===== src/rtl/ifetch_queue.sv =====
// Instruction fetch queue: issues in-order imem requests, tracks DEPTH slots and presents the head.
// Accept->instr_valid is 2 cycles with 1-cycle memory; requests stop when all slots are allocated; the head is held by stall.
module ifetch_queue #(
    parameter int          DEPTH    = 4,
    parameter logic [31:0] RESET_PC = 32'h0000_0000
) (
    input  logic        clk,
    input  logic        rst,
    input  logic        stall,
    input  logic        pc_sel,
    input  logic [31:0] pc_nxt,
    output logic        imem_req_valid,
    input  logic        imem_req_ready,
    output logic [31:0] imem_req_addr,
    input  logic        imem_rsp_valid,
    input  logic [31:0] imem_rsp_data,
    output logic        instr_valid,
    output logic [31:0] instruction,
    output logic [31:0] pc_out,
    output logic [3:0]  queue_count
);
    localparam int            PW    = $clog2(DEPTH);
    localparam int            DW    = 6;
    localparam logic [PW-1:0] P_ONE = PW'(1);
    localparam logic [31:0]   NOP   = 32'h0000_0013;

    logic [31:0]      r_fetch_pc;
    logic [31:0]      r_pc  [DEPTH];
    logic [31:0]      r_ins [DEPTH];
    logic [DEPTH-1:0] r_filled;
    logic [PW-1:0]    r_head;
    logic [PW-1:0]    r_tail;
    logic [PW-1:0]    r_fill;
    logic [3:0]       r_count;
    logic [3:0]       r_pend;
    logic [DW-1:0]    r_drop;

    logic             w_accept;
    logic             w_pop;
    logic             w_fill;
    logic             w_drop_dec;
    logic             w_head_vld;
    logic [DW-1:0]    w_outstanding;
    logic [DW-1:0]    w_drop_ld;

    assign imem_req_valid = ~rst & ~pc_sel & (r_count < 4'(DEPTH));
    assign imem_req_addr  = {r_fetch_pc[31:2], 2'b00};
    assign w_accept       = imem_req_valid & imem_req_ready;

    assign w_head_vld  = r_filled[r_head] & ~rst;
    assign instr_valid = w_head_vld;
    assign instruction = w_head_vld ? r_ins[r_head] : NOP;
    assign pc_out      = rst ? 32'h0 : r_pc[r_head];
    assign queue_count = rst ? 4'h0 : r_count;

    assign w_pop      = w_head_vld & ~stall & ~pc_sel;
    assign w_fill     = imem_rsp_valid & ~pc_sel & (r_drop == '0) & (r_pend != '0);
    assign w_drop_dec = imem_rsp_valid & ~pc_sel & (r_drop != '0);

    // Everything still owed by memory after a redirect is stale; a response landing in the redirect cycle is one of them.
    assign w_outstanding = r_drop + DW'(r_pend);
    assign w_drop_ld     = (imem_rsp_valid && (w_outstanding != '0)) ? w_outstanding - DW'(1) : w_outstanding;

    always_ff @(posedge clk) begin
        if (rst) begin
            r_fetch_pc <= RESET_PC;
            r_filled   <= '0;
            r_head     <= '0;
            r_tail     <= '0;
            r_fill     <= '0;
            r_count    <= '0;
            r_pend     <= '0;
            r_drop     <= '0;
            for (int i = 0; i < DEPTH; i++) begin
                r_pc[i]  <= '0;
                r_ins[i] <= NOP;
            end
        end else if (pc_sel) begin
            r_fetch_pc <= pc_nxt;
            r_filled   <= '0;
            r_head     <= '0;
            r_tail     <= '0;
            r_fill     <= '0;
            r_count    <= '0;
            r_pend     <= '0;
            r_drop     <= w_drop_ld;
        end else begin
            if (w_accept) begin
                r_fetch_pc       <= r_fetch_pc + 32'd4;
                r_pc[r_tail]     <= imem_req_addr;
                r_filled[r_tail] <= 1'b0;
                r_tail           <= r_tail + P_ONE;
            end
            // Fill walks allocation order independently of head, so pops never skip an unfilled slot.
            if (w_fill) begin
                r_ins[r_fill]    <= imem_rsp_data;
                r_filled[r_fill] <= 1'b1;
                r_fill           <= r_fill + P_ONE;
            end
            if (w_pop) begin
                r_filled[r_head] <= 1'b0;
                r_head           <= r_head + P_ONE;
            end
            r_count <= r_count + 4'(w_accept) - 4'(w_pop);
            r_pend  <= r_pend + 4'(w_accept) - 4'(w_fill);
            if (w_drop_dec) begin
                r_drop <= r_drop - DW'(1);
            end
        end
    end
endmodule


===== config.mk =====
export PLATFORM = sky130hd
export DESIGN_NAME = ifetch_queue
export DESIGN_NICKNAME = d
export VERILOG_FILES = /design/src/rtl/ifetch_queue.sv
export SDC_FILE = /design/constraint.sdc
export NUM_CORES = 1
export LEC_CHECK = 0
export CORE_MARGIN = 5
export CORE_UTILIZATION = 35
export CTS_BUF_LIST = sky130_fd_sc_hd__clkbuf_8
export CTS_CLUSTER_SIZE = 25
export DETAILED_ROUTE_END_ITERATION = 8
export GPL_TIMING_DRIVEN = 0
export SYNTH_ARGS = -nofsm -noshare
export SYNTH_HDL_FRONTEND = slang
export SYNTH_SLANG_ARGS = --single-unit

===== constraint.sdc =====
create_clock -name clk -period 3.4 [get_ports clk]
set_input_delay 0.68 -clock clk [delete_from_list [all_inputs] [get_ports clk]]
set_output_delay 0.68 -clock clk [all_outputs]
set_load 0.01 [all_outputs]

## After elaboration in Yosys (flattened, before gate mapping)

Memory sizes are Yosys's and may differ from the RTL's. A register that Yosys moved wholly into a read port is not among the register bits.
Cells that the tools add are included.

| storage, ports and cells | value |
|---|---|
| register bits | 56 |
| RAM bits | 248 |
| bits of input ports | 70 |
| word-level logic and storage cells | 102 |
| memories | 2 |

| operators by class | value |
|---|---|
| add/sub/neg operators | 11 |
| $lt $le $gt $ge | 7 |
| multiplexer cells | 43 |
| bitwise logic cells | 18 |
| reductions and logical operators | 13 |

Memory list:

| memory | depth | width | rd ports | clocked after memory_dff | wr ports | RTL line | source |
|---|---|---|---|---|---|---|---|
| r_ins | 4 | 32 | 1 | 1 | 4 | 29 | `logic [31:0] r_ins [DEPTH];` |
| r_pc | 4 | 30 | 1 | 1 | 4 | 28 | `logic [31:0] r_pc [DEPTH];` |

Operators by type and width:

| kind | count |
|---|---|
| 2-to-1 mux 32 bit | 5 |
| adder 32 x 3 -> 32 bit, second input constant | 1 |
| 2-to-1 mux 4 bit | 8 |
| OR reduction 32 bit | 1 |
| 2-to-1 mux 30 bit | 1 |
| OR reduction 30 bit | 1 |
| 2-to-1 mux 6 bit | 3 |
| 2-to-1 mux 1 bit | 16 |
| 2-to-1 mux 2 bit | 6 |
| nonzero test 6 bit | 2 |
| subtractor 6 x 1 -> 6 bit, second input constant | 2 |
| bitwise AND 1 bit | 10 |
| less-than comparator 2 x 3 -> 1 bit, second input constant | 3 |
| adder 4 x 1 -> 4 bit | 2 |
| bitwise AND 4 bit | 2 |
| NOT 4 bit | 2 |
| subtractor 4 x 1 -> 4 bit | 2 |
| adder 2 x 1 -> 2 bit, second input constant | 3 |
| adder 6 x 4 -> 6 bit | 1 |
| demux 1 bit (select 2 bit) | 3 |
| greater-or-equal comparator 2 x 1 -> 1 bit, second input constant | 3 |
| logical NOT 6 bit | 1 |
| logical AND 1 bit | 4 |
| less-than comparator 4 x 3 -> 1 bit, second input constant | 1 |
| other kinds (6) | 9 |

## Depth between registers and ports, before layout

| logic depth | value |
|---|---|
| depth in word-level cells | 15 |
| mapped depth | 14 |
| gate-level depth less buffers | 12 |

## Least setup slack after synthesis

No wires, ideal clock.

| timing | value |
|---|---|
| path kind | input port to flip-flop |
| start point | input port pc_sel |
| end point | memory r_pc[3][0] (netlist name) (enable) |
| library setup time | 424 ps |
| arrival time | 3,085 ps |
| data required time | 2,976 ps |
| slack | -109 ps |
| cell stages on the path | 6 |
| cells stage by stage | clkbuf_1 -> or2_2 -> buf_2 -> nor2_4 -> nand2_1 -> o21bai_1 |

RTL lines:

| item | RTL line | source |
|---|---|---|
| start, declared | 10 | `input logic pc_sel,` |
| end, declared | 28 |  |

## Final worst setup path

| timing | value |
|---|---|
| start point | input port rst |
| end point | output port instruction[10] |

| on the way | value |
|---|---|
| longest elaborated chain between the ends | 3 |

RTL lines:

| item | RTL line | source |
|---|---|---|
| start, declared | 8 | `input logic rst,` |
| NOT 1 bit | 50 | `assign w_head_vld = r_filled[r_head] & ~rst;` |
| bitwise AND 1 bit | 50 |  |
| 2-to-1 mux 32 bit | 52 | `assign instruction = w_head_vld ? r_ins[r_head] : NOP;` |
| end, declared | 18 | `output logic [31:0] instruction,` |

Every way passes these cells.

==> summary.md <==
| Metric | Value |
|---|---|
| Most common cell after layout, fill and taps aside | `edfxtp_1` |
| Die area | `0.0462 mm^2` |
| Multi-input logic area | `0.00568 mm^2` |
| Post-synthesis sequential area ratio | `58.3%` |
| Top post-synthesis cells by area | `edfxtp_1, mux4_2, and2_1, dfxtp_1, nor2b_1` |
| Fraction of layout cells with a size suffix above 1 | `14.9%` |
| Status | `complete, no violations` |
| Yosys top cell area share | `50.7%` |
| Clock latency on the worst-skew pair | `0.63 ns` |
| Sw power | `2010 uW` |
| Switching share of power | `24.8%` |
| Worst hold margin | `0.571 ns` |
| Int Power | `6100 uW` |
| Synth async-reset ratio | `0%` |
| Final Max Tran Viols | `0` |
| Layout area overhead | `23.9%` |
| Mapped Avg Cell Area | `13.1 um^2` |
| Post-synth top flop | `edfxtp_1` |
| H-tree depth | `2` |
| Leakage power total | `0.00642 uW` |
| RSZ-0062 raised after global routing | `no` |
| Fmax | `0.300 GHz` |
| Avg WL per Cell | `20.0 um` |
| DIE WIDTH | `215 um` |
| Max Cap Viol | `0` |
| GP Congestion | `0.831` |
| Power per Cell Area | `446 mW/mm^2` |
| Final period util | `97.9%` |
| Core box area | `0.0418 mm^2` |
| Area leader, netlist | `edfxtp_1` |
| Commonest non-fill, non-tap cells in the layout | `edfxtp_1, and2_1, clkdlybuf4s50_1` |
| Yosys cell types | `63` |
| Gr usage total | `16.6%` |
| 1st-iter DRT viols | `574` |
| Routed WL | `38.6 mm` |
| Sequence of cells on the critical path | `clkdlybuf4s50_1 -> clkbuf_4 -> nand2b_4 -> clkbuf_4 -> nor2b_1 -> clkdlybuf4s50_1` |
| Fin util | `43.6%` |
| Synthesized flop and latch total | `304` |
| Critical path data required time | `2.72 ns` |
| Final-stage net count | `1455` |
| Initial antenna violation count | `0` |
| CP max stage cell | `clkdlybuf4s50_1` |
| Clk pwr share | `39.1%` |
| Clock Sinks | `304` |
| Flop2flop setup slack | `0.21 ns` |
| Setup violators final | `0` |
| Grt ovf | `0` |
| Fillers | `3888` |
| Min-Delay Path Class | `reg -> reg` |
| Row count | `75` |
| Vias in the first global route | `10200` |
| Setup crit start kind | `input port` |
| Delay-heaviest family, CP | `buffers and inverters` |
| Clock slew at the register clock pins of the worst setup and hold paths | `0.06 ns` |
| Remaining DRCs | `0` |
| Combinational share of power | `8.4%` |
| I/O pin total | `172` |
| CP Buf/Inv Count | `4` |
| Tot Pwr | `8110 uW` |
| Pin slew with the least headroom to its limit | `1.07 ns` |
| Synth Instances | `1125` |
| Clock root buffer | `clkbuf_8` |
| HPWL after DPL | `26.3 mm` |
| Die Y | `215 um` |
| Yosys warns | `0` |
| Reg area | `0.00857 mm^2` |
| Final hold vios | `0` |
| Crit path time final | `3.33 ns` |
| Via count | `9552` |
| Sequential share of power | `52.5%` |
| EDFF count, synth | `248` |
| Crit-path max FO | `10` |
| Port Buffers | `164` |
| Critical Path AT | `2.65 ns` |
| Mapped Area | `0.0147 mm^2` |
| Largest net degree at the start of global routing | `33` |
| Worst-case clock buffer depth | `3` |
| Starting Density | `35.2%` |
| Crit Path Category | `in -> out` |
| Final ANT Viol Nets | `0` |
| Peak supply drop | `0.000265 V` |
| Slew HR | `28.6%` |
| CTS tree | `yes` |
| Num CTS Buffers | `54` |
| Largest stage delay, worst path | `0.58 ns` |
| Drt pass-1 iters | `5` |
| Global-route wire length before repair | `59.7 mm` |
| Setup crit end kind | `output port` |
| Via/cell ratio | `4.94` |
| Clock Skew | `0.0312 ns` |
## Yosys cell counts, types with 9 or more instances
library cell  number
nand3_1           16
o21ai_0           10
a21oi_1           46
inv_1             34
buf_6              9
nand2_1           43
dfxtp_1           56
nand2b_1          14
nor2b_1           63
or2_2              9
nor3_1            17
mux4_2            63
nor4_1            10
nor2_1            49
clkbuf_1          44
edfxtp_1         248
and2_1           221
xnor2_1           19
ha_1              31
## path summary, 6_finish.rpt
| kind | start | end | cells after the start |
|---|---|---|---|
| hold / removal | r_fetch_pc[14] | r_fetch_pc[14] | 2 |
| hold reg to reg | r_fetch_pc[14] | r_fetch_pc[14] | 2 |
| setup / recovery | rst | instruction[10] | 6 |
| setup reg to reg | r_count[2] | r_count[2] | 14 |
## cell families after synthesis
logic type	Yosys count	share of synthesized area (%)
buffers and inverters	105	3.31
xor gates and xnor gates	26	1.55
DFF	304	58.3
and+or+nand+nor	481	19.1
adders and majority gates	34	3.05
muxes	69	10.1
other	1	0.0255
AOI/OAI and AO/OA	105	4.54
## cell type report
type                       count  share of cell area, %
tap                          539                   3.71
sequential                   304                   47.1
inverter                      35                  0.722
clock inverter                40                  0.997
antenna                        1                 0.0138
multi-input combinational    719                   31.2
timing repair buffer         169                   9.37
buffer                        68                   2.28
clock buffer                  60                   4.54
## metrics by stage
| step | instance area (um^2) | worst slack (ns) | cells | TNS [ns] |
|---|---|---|---|---|
| finish | 18200 | 0.0697 | 1935 | 0 |
| global route | 18200 | 0.00339 | 1934 | 0 |
| CTS | 18100 | 0.0139 | 1931 | 0 |
| detailed placement | 17100 | -0.924 | 1833 | -177.46 |
| global placement | 17000 | -1.26 | 1831 | -282.29 |
| floorplan | 14700 | 0.223 | 1128 | 0 |
## state kept, by name (all words and copies together) (netlist names), named ones only
signal,flops
r_head,2
r_fill,2
r_ins,128
r_fetch_pc,30
r_filled,4
r_tail,2
r_drop,6
r_count,4
r_pend,4
r_pc,120
## power by group through the flow
stage               sequential, uW  clock [uW]  combinational [uW]
finish                        4250        3170                 685
global route                  4270        3430                 746
CTS                           4250        3260                 691
detailed placement            4330           0                 684
global placement              4330           0                 673
floorplan                     4300           0                 365
## tightest hold or removal path, cell delays in order (launching register included)
cell	delay (ns)
dfxtp_1	0.35
o211ai_1	0.11
a21oi_1	0.07
## what timing repair did
| action | 4_1_cts | 5_1_grt |
|---|---|---|
| pin swaps | 0 | 1 |
| setup endpoints to repair | 226 | 114 |
| setup buffers | 0 | 3 |
| resized for setup | 46 | 10 |
| hold buffers | 0 | 0 |
## per-layer routing
metal | global-route usage, % | vias to the layer above | routed length, um
met3 | 3.59 | 58 | 2330
met1 | 21.6 | 4690 | 16500
li1 | - | 4514 | -
met5 | 0 | - | 0
met4 | 4.90 | 0 | 851
met2 | 27.9 | 290 | 19000
Note: power is estimated with default switching activity, not from simulation.
==> edit: new RTL, same flow settings <==
Set the parameter `DEPTH` to 8 (it was 4).
--- a/src/rtl/ifetch_queue.sv
+++ b/src/rtl/ifetch_queue.sv
@@ -3,3 +3,3 @@
 module ifetch_queue #(
-    parameter int          DEPTH    = 4,
+    parameter int          DEPTH    = 8,
     parameter logic [31:0] RESET_PC = 32'h0000_0000
Behaviour: no difference found for any inputs over 4 cycles, from zero or initial values and one cycle with rst high; that may be too few to reach the edited logic, so the function may still have changed.
==> edit against the unedited design <==
  * Wire length up 96%
  * Worst hold slack worse by 0.076 ns
  * Via count up 74%
  * Sequential cell count up 256
  * Area after synthesis up 79%
  * Design area up 75%
  * Core utilization down 0.89 points
  * Critical path depth up 1
  * Setup slack better by 0.017 ns
  * Power up 78%
  * Clock skew up 0.010 ns
  * Non-clock buffer count up 96
==> edit: results (changes against the unedited design) <==
| Metric | Value |
|---|---|
| Outcome | `finished, final reports clean` |
| Highest metal used | `met5` |
| GR Util met3 | `3.53% (-0.054 points)` |
| Met3 WL post-DR | `4490 µm (+92%)` |
| Layout clock area frac | `5.48% (-0.055 points)` |
| Diode count | `5 (+4)` |
| Top delay family on crit path | `multiplexers` |
| Vias in the first global route | `17.3k (+70%)` |
| Synthesis-stage register bit count | `560 (+84%)` |
| EDFF count, synth | `496 (+100%)` |
| Cells after Synth | `1879 (+67%)` |
| Wirelength per Cell | `23.5 µm (+18%)` |
| RePlAce Congestion | `0.837 (+0.79%)` |
| Post-Place Setup Slack | `-1.09 ns (-0.170 ns)` |
| Met2 usage | `32.0% (+4.1 points)` |
| Non-clk buf share | `9.11% (-2.5 points)` |
| H-tree depth | `3 (+1)` |
| Cells after DPL | `3020 (+65%)` |
| Met1 WL | `30400 µm (+85%)` |
| Synthesis-to-finish area growth | `20.9%` |
| Later-pin clock latency in the skew report | `0.69 ns (+0.06 ns)` |
| Vias/cell | `5.16 (+4.5%)` |
| Max incr delay on CP | `0.55 ns (-0.03 ns)` |
| Register area | `16200 µm² (+89%)` |
| Biggest regs | `r_ins x256, r_pc x240, r_fetch_pc x30` |
| Combinational power share | `6.6% (-1.8 points)` |
| Seq/Total Area, Yosys | `61.6% (+3.2 points)` |
| VDD IR max | `0.252 mV (-5.2%)` |
| Port Buf Inserts | `163 (-0.61%)` |
| Layout Nets | `2259 (+55%)` |
| Pleak | `11.4 nW (+78%)` |
| Register share of total power | `54.3% (+1.8 points)` |
| Filler cells | `6814 (+75%)` |
| HPWL Detailed | `49400 µm (+88%)` |
| N_taps | `969 (+80%)` |
| Clk_skew | `0.0415 ns (+0.0103 ns)` |
| Crit-path slowest cell | `mux4_2` |
| First-pass GRT wire length | `111000 µm (+87%)` |
| P_int | `0.0109 W (+79%)` |
| Met1 Track Usage GR | `23.2% (+1.6 points)` |
| Non-clock buffers | `333 (+41%)` |
| DR WL met2 | `38900 µm (+100%)` |
| GRT Overall Usage | `18.3% (+1.8 points)` |
edit: worst paths after layout:
kind	from	to	slack, ns	depth (start not counted)
worst max-delay path	flop	pc_out[14]	0.09	7
worst min-delay path	r_filled[0]$_SDFF_PP0_	r_filled[0]$_SDFF_PP0_	0.50	2
worst max register to register	r_count[3]$_SDFF_PP0_	r_count[2]$_SDFF_PP0_	0.16	12
worst min register to register	r_filled[0]$_SDFF_PP0_	r_filled[0]$_SDFF_PP0_	0.50	2
edit: cells by family (layout without fill, tap and decap cells):
logic type / Yosys count / in the layout / synth area share (%)
compound gates: 95 / 95 / 2.39
xor+xnor: 35 / 35 / 1.17
simple gates: 787 / 792 / 17.2
flops: 560 / 560 / 61.6
mux: 200 / 200 / 13.5
other cells: 1 / 9 / 0.0143
buf+inv: 177 / 529 / 2.88
fa+ha+maj: 24 / 24 / 1.23
edit: timing repair:
action / in CTS / in global routing
setup buffers: 13 / 1
gates cloned: 5 / 3
pin swaps: 4 / 4
setup endpoints to repair: 312 / 111
resized for setup: 245 / 19
